==> src/rtl/instr_encoder_loader.sv <==
// Encodes abstract ALU/load operations into RV32 instruction words, queues them in a small
// FIFO and streams them into instruction memory. Optional build macro: ILLEGAL_TRAP_EN.
module instr_encoder_loader #(
  parameter int DEPTH  = 4,
  parameter int ADDR_W = 8
) (
  input  logic              clk,
  input  logic              rst_n,
  input  logic              start,
  input  logic [ADDR_W-1:0] base_addr,
  input  logic              in_valid,
  output logic              in_ready,
  input  logic              in_last,
  input  logic [3:0]        in_alu_op,
  input  logic              in_load,
  input  logic [4:0]        in_rd,
  input  logic [4:0]        in_rs1,
  input  logic [4:0]        in_rs2,
  input  logic [11:0]       in_imm,
  output logic              imem_we,
  output logic [ADDR_W-1:0] imem_addr,
  output logic [31:0]       imem_wdata,
  input  logic              imem_ready,
  output logic              busy,
  output logic              done,
  output logic              err,
  output logic [ADDR_W-1:0] count
);

  localparam int PTR_W = (DEPTH > 1) ? $clog2(DEPTH) : 1;
  localparam int OCC_W = PTR_W + 1;
  localparam logic [OCC_W-1:0] OCC_FULL = OCC_W'(DEPTH);
  localparam logic [31:0] NOP_WORD = 32'h0000_0013;

  typedef enum logic [1:0] {
    ST_IDLE  = 2'd0,
    ST_RUN   = 2'd1,
    ST_DRAIN = 2'd2,
    ST_DONE  = 2'd3
  } state_t;

  // Returns {legal, word}; word is meaningless when legal is 0.
  function automatic logic [32:0] encode_op(
    input logic        load,
    input logic [3:0]  alu_op,
    input logic [4:0]  rd,
    input logic [4:0]  rs1,
    input logic [4:0]  rs2,
    input logic [11:0] imm
  );
    logic [31:0] word;
    logic        legal;
    word  = 32'h0000_0000;
    legal = 1'b1;
    case ({load, alu_op})
      5'b1_0000: word = {imm, rs1, 3'b010, rd, 7'b0000011};
      5'b0_0001: word = {7'b0000000, rs2, rs1, 3'b000, rd, 7'b0110011};
      5'b0_0010: word = {7'b0100000, rs2, rs1, 3'b000, rd, 7'b0110011};
      5'b0_0011: word = {7'b0000000, rs2, rs1, 3'b110, rd, 7'b0110011};
      5'b0_0100: word = {7'b0000000, rs2, rs1, 3'b111, rd, 7'b0110011};
      5'b0_0101: word = {7'b0000000, rs2, rs1, 3'b100, rd, 7'b0110011};
      default: begin
        word  = 32'h0000_0000;
        legal = 1'b0;
      end
    endcase
    return {legal, word};
  endfunction

  state_t             state_r;
  state_t             state_nxt_s;
  logic [31:0]        fifo_mem_r [DEPTH];
  logic [PTR_W-1:0]   wr_ptr_r;
  logic [PTR_W-1:0]   rd_ptr_r;
  logic [OCC_W-1:0]   occ_r;
  logic [ADDR_W-1:0]  addr_r;
  logic [ADDR_W-1:0]  count_r;
  logic               err_r;

  logic               fifo_full_s;
  logic               fifo_empty_s;
  logic               in_ready_s;
  logic               accept_s;
  logic               push_s;
  logic               pop_s;
  logic               trap_s;
  logic               start_s;
  logic [32:0]        enc_s;
  logic               legal_s;
  logic [31:0]        push_word_s;

  assign fifo_full_s  = (occ_r == OCC_FULL);
  assign fifo_empty_s = (occ_r == {OCC_W{1'b0}});
  assign in_ready_s   = (state_r == ST_RUN) && !fifo_full_s;
  assign accept_s     = in_valid && in_ready_s;
  assign pop_s        = !fifo_empty_s && imem_ready;
  assign start_s      = (state_r == ST_IDLE) && start;

  assign enc_s   = encode_op(in_load, in_alu_op, in_rd, in_rs1, in_rs2, in_imm);
  assign legal_s = enc_s[32];

`ifdef ILLEGAL_TRAP_EN
  // Illegal requests complete the handshake but never reach the FIFO.
  assign push_word_s = enc_s[31:0];
  assign push_s      = accept_s && legal_s;
  assign trap_s      = accept_s && !legal_s;
`else
  assign push_word_s = legal_s ? enc_s[31:0] : NOP_WORD;
  assign push_s      = accept_s;
  assign trap_s      = 1'b0;
`endif

  // Session state register.
  always_ff @(posedge clk) begin
    if (!rst_n) begin
      state_r <= ST_IDLE;
    end else begin
      state_r <= state_nxt_s;
    end
  end

  // Next-state logic; DRAIN waits until the last queued word has been written.
  always_comb begin
    state_nxt_s = state_r;
    case (state_r)
      ST_IDLE: begin
        if (start) begin
          state_nxt_s = ST_RUN;
        end else begin
          state_nxt_s = ST_IDLE;
        end
      end
      ST_RUN: begin
        if (accept_s && in_last) begin
          state_nxt_s = ST_DRAIN;
        end else begin
          state_nxt_s = ST_RUN;
        end
      end
      ST_DRAIN: begin
        if (fifo_empty_s) begin
          state_nxt_s = ST_DONE;
        end else begin
          state_nxt_s = ST_DRAIN;
        end
      end
      ST_DONE:  state_nxt_s = ST_IDLE;
      default:  state_nxt_s = ST_IDLE;
    endcase
  end

  // FIFO pointers and occupancy.
  always_ff @(posedge clk) begin
    if (!rst_n) begin
      wr_ptr_r <= {PTR_W{1'b0}};
      rd_ptr_r <= {PTR_W{1'b0}};
      occ_r    <= {OCC_W{1'b0}};
    end else begin
      if (push_s) begin
        wr_ptr_r <= wr_ptr_r + PTR_W'(1);
      end
      if (pop_s) begin
        rd_ptr_r <= rd_ptr_r + PTR_W'(1);
      end
      case ({push_s, pop_s})
        2'b10:   occ_r <= occ_r + OCC_W'(1);
        2'b01:   occ_r <= occ_r - OCC_W'(1);
        default: occ_r <= occ_r;
      endcase
    end
  end

  // FIFO storage; contents are only observable through the occupancy-gated head.
  always_ff @(posedge clk) begin
    if (push_s) begin
      fifo_mem_r[wr_ptr_r] <= push_word_s;
    end
  end

  // Write address, written-word count and sticky error flag.
  always_ff @(posedge clk) begin
    if (!rst_n) begin
      addr_r  <= {ADDR_W{1'b0}};
      count_r <= {ADDR_W{1'b0}};
      err_r   <= 1'b0;
    end else if (start_s) begin
      addr_r  <= base_addr;
      count_r <= {ADDR_W{1'b0}};
      err_r   <= 1'b0;
    end else begin
      if (pop_s) begin
        addr_r  <= addr_r + ADDR_W'(1);
        count_r <= count_r + ADDR_W'(1);
      end
      if (trap_s) begin
        err_r <= 1'b1;
      end
    end
  end

  assign in_ready   = in_ready_s;
  assign imem_we    = !fifo_empty_s;
  assign imem_addr  = addr_r;
  assign imem_wdata = fifo_empty_s ? 32'h0000_0000 : fifo_mem_r[rd_ptr_r];
  assign busy       = (state_r != ST_IDLE);
  assign done       = (state_r == ST_DONE);
  assign err        = err_r;
  assign count      = count_r;

endmodule

==> config.mk <==
export PLATFORM = sky130hd
export DESIGN_NAME = instr_encoder_loader
export DESIGN_NICKNAME = d
export VERILOG_FILES = /design/src/rtl/instr_encoder_loader.sv
export SDC_FILE = /design/constraint.sdc
export NUM_CORES = 1
export LEC_CHECK = 0
export ABC_AREA = 1
export CORE_UTILIZATION = 45
export CTS_BUF_LIST = sky130_fd_sc_hd__clkbuf_8
export DETAILED_ROUTE_END_ITERATION = 6
export DONT_BUFFER_PORTS = 1
export SLEW_MARGIN = 10
export SYNTH_ARGS = -nofsm -noshare
export SYNTH_HDL_FRONTEND = slang
export SYNTH_SLANG_ARGS = --single-unit
==> constraint.sdc <==
create_clock -name clk -period 5.7 [get_ports clk]
set_input_delay 1.14 -clock clk [delete_from_list [all_inputs] [get_ports clk]]
set_output_delay 1.14 -clock clk [all_outputs]
set_load 0.02 [all_outputs]
==> results.md <==
- Status: finished, final reports clean
- Clk_lat worst skew: 440 ps
- # H-tree levels: 4
- Total inserted antenna cells: 0
- Static Leak: 2.481 nW
- Routing usage on met3: 5.077%
- Total clock sinks: 139
- Grt total ovfl: 0
- Die height: 119.4 um
- CTS Hold Buffers Added: 0
- Pwr dens: 401.4 nW/um^2
- Hold Path Class: flip-flop to flip-flop
- Worst Setup End Kind: output port
- Synth Flop Type: edfxtp_1
- Ports: 99
- Reg clk slew, reported paths: 70 ps
- Core Area: 13,350 um^2
- Placer congestion estimate: 0.7525
- Slew of the pin with the lowest slew margin: 1063 ps
- Commonest non-fill, non-tap cell in the layout: nor2_1
- RSZ-0062 raised after global routing: no
- Synthesized instance count: 617
- Final wirelength: 12,580 um
- Synthesized area: 6206 um^2
- TritonCTS buffer count: 17
- Final-report setup violation count: 0
- Die Area: 14,260 um^2
- WHS: 473.8 ps
- FILL cells: 1,239
- Startpoint class of the critical path: flip-flop
- First-pass GRT wire length: 20,040 um
- Fraction of layout instances using a drive strength above 1: 10.03%
- Number of gates resized after cts: 0
- Worst Path Arrival: 2900 ps
- Final hold violations: 0
- Post-synth cell types: 40
- PortBufs: 0
- Nets: 669
- Max Slew Vio Count: 0
- Routed WL per cell: 15.65 um
- Async SR Flop Fraction: 0%
- Post-route cell area: 6723 um^2
- Drt first-iter violations: 248
- # DRC: 0
- CP Class: flip-flop to output port
- EDFF count, synth: 112
- Final Non-Filler Cells: 804
- Seq/Total Area, Yosys: 62.90%
- Post-route minimum period: 4035 ps
- Max-slew headroom: 29.10%
- CP Max Fanout: 57
- CTS tree: yes
- Most Crowded Layer GR: met2
- Max IR drop VDD: 0.1774 mV
- Dpl ws: 2076 ps
- Vias/cell: 5.143
- DRT antenna net count: 0
- Vias in the first global route: 4,027
- Largest net degree at the start of global routing: 58
- Fmax: 247.8 MHz
- Sum Neg Setup Slack: 0 ps
- WP data required: 4560 ps
- Post-CTS Setup Inserts: 0
- CTS Root Cell: clkbuf_8
- GR Layer Usage met1: 22.36%
- Post-Place Cells: 772
- GR Util met2: 31.36%
- Commonest cells after routing, fill and taps aside: 146 x nor2_1, 112 x edfxtp_1, 56 x inv_1
- Post-DP Area: 6291 um^2
- Dpl hpwl: 7447 um
- Drt first pass iters: 4
- Post-layout worst setup margin: 1665 ps
- Row cnt: 42
- Mean post-synth cell area: 10.06 um^2
- Initial antenna violation count: 0
- Fin crit share: 70.80%
- Vias: 4,135
- Setup Skew: 7.223 ps
- Starting Density: 46.49%
- GRT Total Usage: 18.64%
- Area grow syn2layout: 8.327%
- Die W: 119.4 um
- FF+latch count, synth: 139
- Max cap viols: 0
- Syn. warnings: 0
- CTS Buffer Depth: 2
[cell type report]
type                       instances  area (um^2)  share of cell area, %
multi-input combinational        394         1922                  28.59
clock buffer                      21        289.0                  4.299
sequential                       139         3905                  58.09
timing repair buffer               2        15.01                 0.2233
clock inverter                    11        142.6                  2.122
tap                              176        220.2                  3.276
inverter                          61        229.0                  3.406
[per-stage QoR]
step | total power, mW | utilization, %
2_1_floorplan | 1.790 | -
3_3_place_gp | 1.875 | 47.13
3_5_place_dp | 1.892 | 47.13
4_1_cts | 2.727 | 50.37
5_1_grt | 2.835 | 50.37
6_report | 2.698 | 50.37
[synth_stat cells, types with 2 or more instances]
| cell type | number | area [um^2] |
|---|---|---|
| a21oi_2 | 2 | 17.52 |
| clkbuf_2 | 2 | 10.01 |
| a21oi_1 | 46 | 230.2 |
| inv_1 | 55 | 206.5 |
| edfxtp_1 | 112 | 3363 |
| a22o_1 | 5 | 43.79 |
| nor2_4 | 2 | 22.52 |
| buf_2 | 5 | 25.02 |
| inv_2 | 6 | 22.52 |
| clkbuf_1 | 5 | 18.77 |
| nand3_1 | 18 | 90.09 |
| o21ai_1 | 20 | 100.1 |
| nand2_2 | 3 | 18.77 |
| nand4_1 | 6 | 37.54 |
| buf_1 | 2 | 7.510 |
| nor2_1 | 150 | 563.0 |
| buf_6 | 6 | 67.56 |
| buf_4 | 8 | 60.06 |
| conb_1 | 2 | 7.510 |
| ha_1 | 7 | 87.58 |
| nand2_1 | 54 | 202.7 |
| nor3_1 | 2 | 10.01 |
| nor2_2 | 4 | 25.02 |
| o21ai_0 | 50 | 250.2 |
| nand2_4 | 3 | 33.78 |
| nand3_2 | 2 | 20.02 |
| dfxtp_1 | 27 | 540.5 |
[critical path, cell delays in order, from the launching register on]
cell     delay (ps)
dfxtp_2         650
inv_2           820
o21ai_0         210
a21oi_1         780
[logic make-up after synthesis]
logic type	after synthesis	synth area share, %
xor+xnor	1	0.1412
compound gates	128	11.05
fa+ha+maj	8	1.734
flops	139	62.90
buf+inv	90	6.976
other cells	2	0.1210
simple gates	249	17.08
[worst paths after layout]
kind | start | to | slack, ps | cells after the start
max | flip-flop | imem_wdata[1] | 1660 | 3
min | rd_ptr_r[1] | rd_ptr_r[1] | 470 | 2
max reg2reg | state_r[0] | fifo_mem_r[1][12] | 3480 | 5
min reg2reg | rd_ptr_r[1] | rd_ptr_r[1] | 470 | 2
[layer usage]
layer,up-vias,routed length [um]
met5,-,0
met4,0,253
met3,23,735
met2,135,6099
met1,1918,5493
li1,2059,-
[sequential cells by signal (all words and copies together), names as in the netlist, named ones only]
name	count
occ_r	3
wr_ptr_r	2
state_r	1
imem_addr	8
rd_ptr_r	2
fifo_mem_r	112
count	8
[where the power goes]
part	internal, mW	switching [mW]
combinational	0.140	0.480
clock	0.477	0.361
sequential	1.15	0.0908
total	1.77	0.932
Power figures use the tool's default switching activity.
==> edit: new RTL, same settings <==
Build with the macro `ILLEGAL_TRAP_EN` defined.
--- a/src/rtl/instr_encoder_loader.sv
+++ b/src/rtl/instr_encoder_loader.sv
@@ -1,5 +1,7 @@
 // Encodes abstract ALU/load operations into RV32 instruction words, queues them in a small
 // FIFO and streams them into instruction memory. Optional build macro: ILLEGAL_TRAP_EN.
+`define ILLEGAL_TRAP_EN
+
 module instr_encoder_loader #(
   parameter int DEPTH  = 4,
   parameter int ADDR_W = 8
Function: changed (Yosys sat finds a counterexample within 4 cycles, from zero or initial values and one cycle with rst_n low).
==> edit against the unedited design <==
  * Final area decreased by 0.93%
  * Wire length increased by 1.7%
  * Setup slack improved by 260 ps
  * Synthesized cell count decreased by 0.49%
  * Sequential cell count decreased by 3
  * Synthesized area decreased by 1.8%
  * Highest routed layer unchanged
Power is not compared: it rests on default switching activity, and its combinational part moved more than twofold at a synthesized area within 25%.
==> edit: results (changes against the unedited design) <==
detailed_routing:
  wl_per_cell_um: 16.0  # +2.3%
  vias: 4144  # +0.22%
  wl_met2_um: 6200  # +1.7%
  met3_length_um: 808  # +9.9%
status:
  status: "finished, final reports clean"
sta:
  worstMarginPinSlew_ps: 924  # -139 ps
  skew_ps: 10.1  # +2.86 ps
finish:
  fillers: 1220  # -1.5%
  nonClkBufAreaFrac: 0.00451  # +0.00228
  multi_input_cells: 390  # -1.0%
  buffers: 4  # +2
  n_clock_buffer: 17  # -19%
  clock_tree_area_fraction: 0.0689  # +0.00474
  finalNetCount: 665  # -0.60%
logic_synthesis:
  synth_cell_type_count: 39  # -2.5%
  synth-xor-area-share: 0.00287  # +0.00146
  yosys-top-cells-count: "140 x nor2_1, 108 x edfxtp_1, 66 x nand2_1"
  netlist_instances: 614  # -0.49%
  synth_edf_count: 108  # -3.6%
  synth-compound-area-share: 0.111  # +0.000604
  synth_seq_cells: 136  # -2.2%
global_routing:
  use_met3: 0.0594  # +0.00860
  track_usage: 0.195  # +0.00853
  met1_usage: 0.240  # +0.0162
  grt_max_degree: 56  # -3.4%
  use_met2: 0.317  # +0.00295
placed_design:
  routabilityCongestion: 0.812  # +7.9%
  dpl.hpwl_um: 8000  # +7.4%
  dp_slack_ps: 2380  # +300 ps
critical_path:
  critPathMaxFanout: 55  # -3.5%
  cp.arrival_ps: 2630  # -270 ps
  crit_slowest_cell: "a21oi_1"
  critPathTopFamily: "buffers and inverters"
  worstRegToRegCells: 7  # +2
[edit: how the worst max path moves through the flow]
stage | startpoint | endpoint | slack (ps) | cells past startpoint
after detailed placement | flop | imem_wdata[5] | 2380 | 4
after CTS | flop | imem_wdata[5] | 1870 | 4
final | flop | imem_wdata[1] | 1930 | 4
after global placement | flop | imem_wdata[1] | 2400 | 4
after floorplan | in_alu_op[0] | fifo_mem_r[0][10]$_DFFE_PP_ | 2410 | 5
after global routing | flop | imem_wdata[1] | 1660 | 4
[edit: metrics by stage]
step | instance area (um^2) | cells | hold slack [ps] | power [mW] | utilization
6_report | 6660 | 800 | 479 | 2.18 | 0.503
4_1_cts | 6660 | 800 | 477 | 2.20 | 0.503
2_1_floorplan | 6100 | 616 | 436 | 1.27 | -
3_3_place_gp | 6200 | 768 | 450 | 1.29 | 0.468
5_1_grt | 6660 | 800 | 510 | 2.26 | 0.503
3_5_place_dp | 6200 | 768 | 461 | 1.30 | 0.468
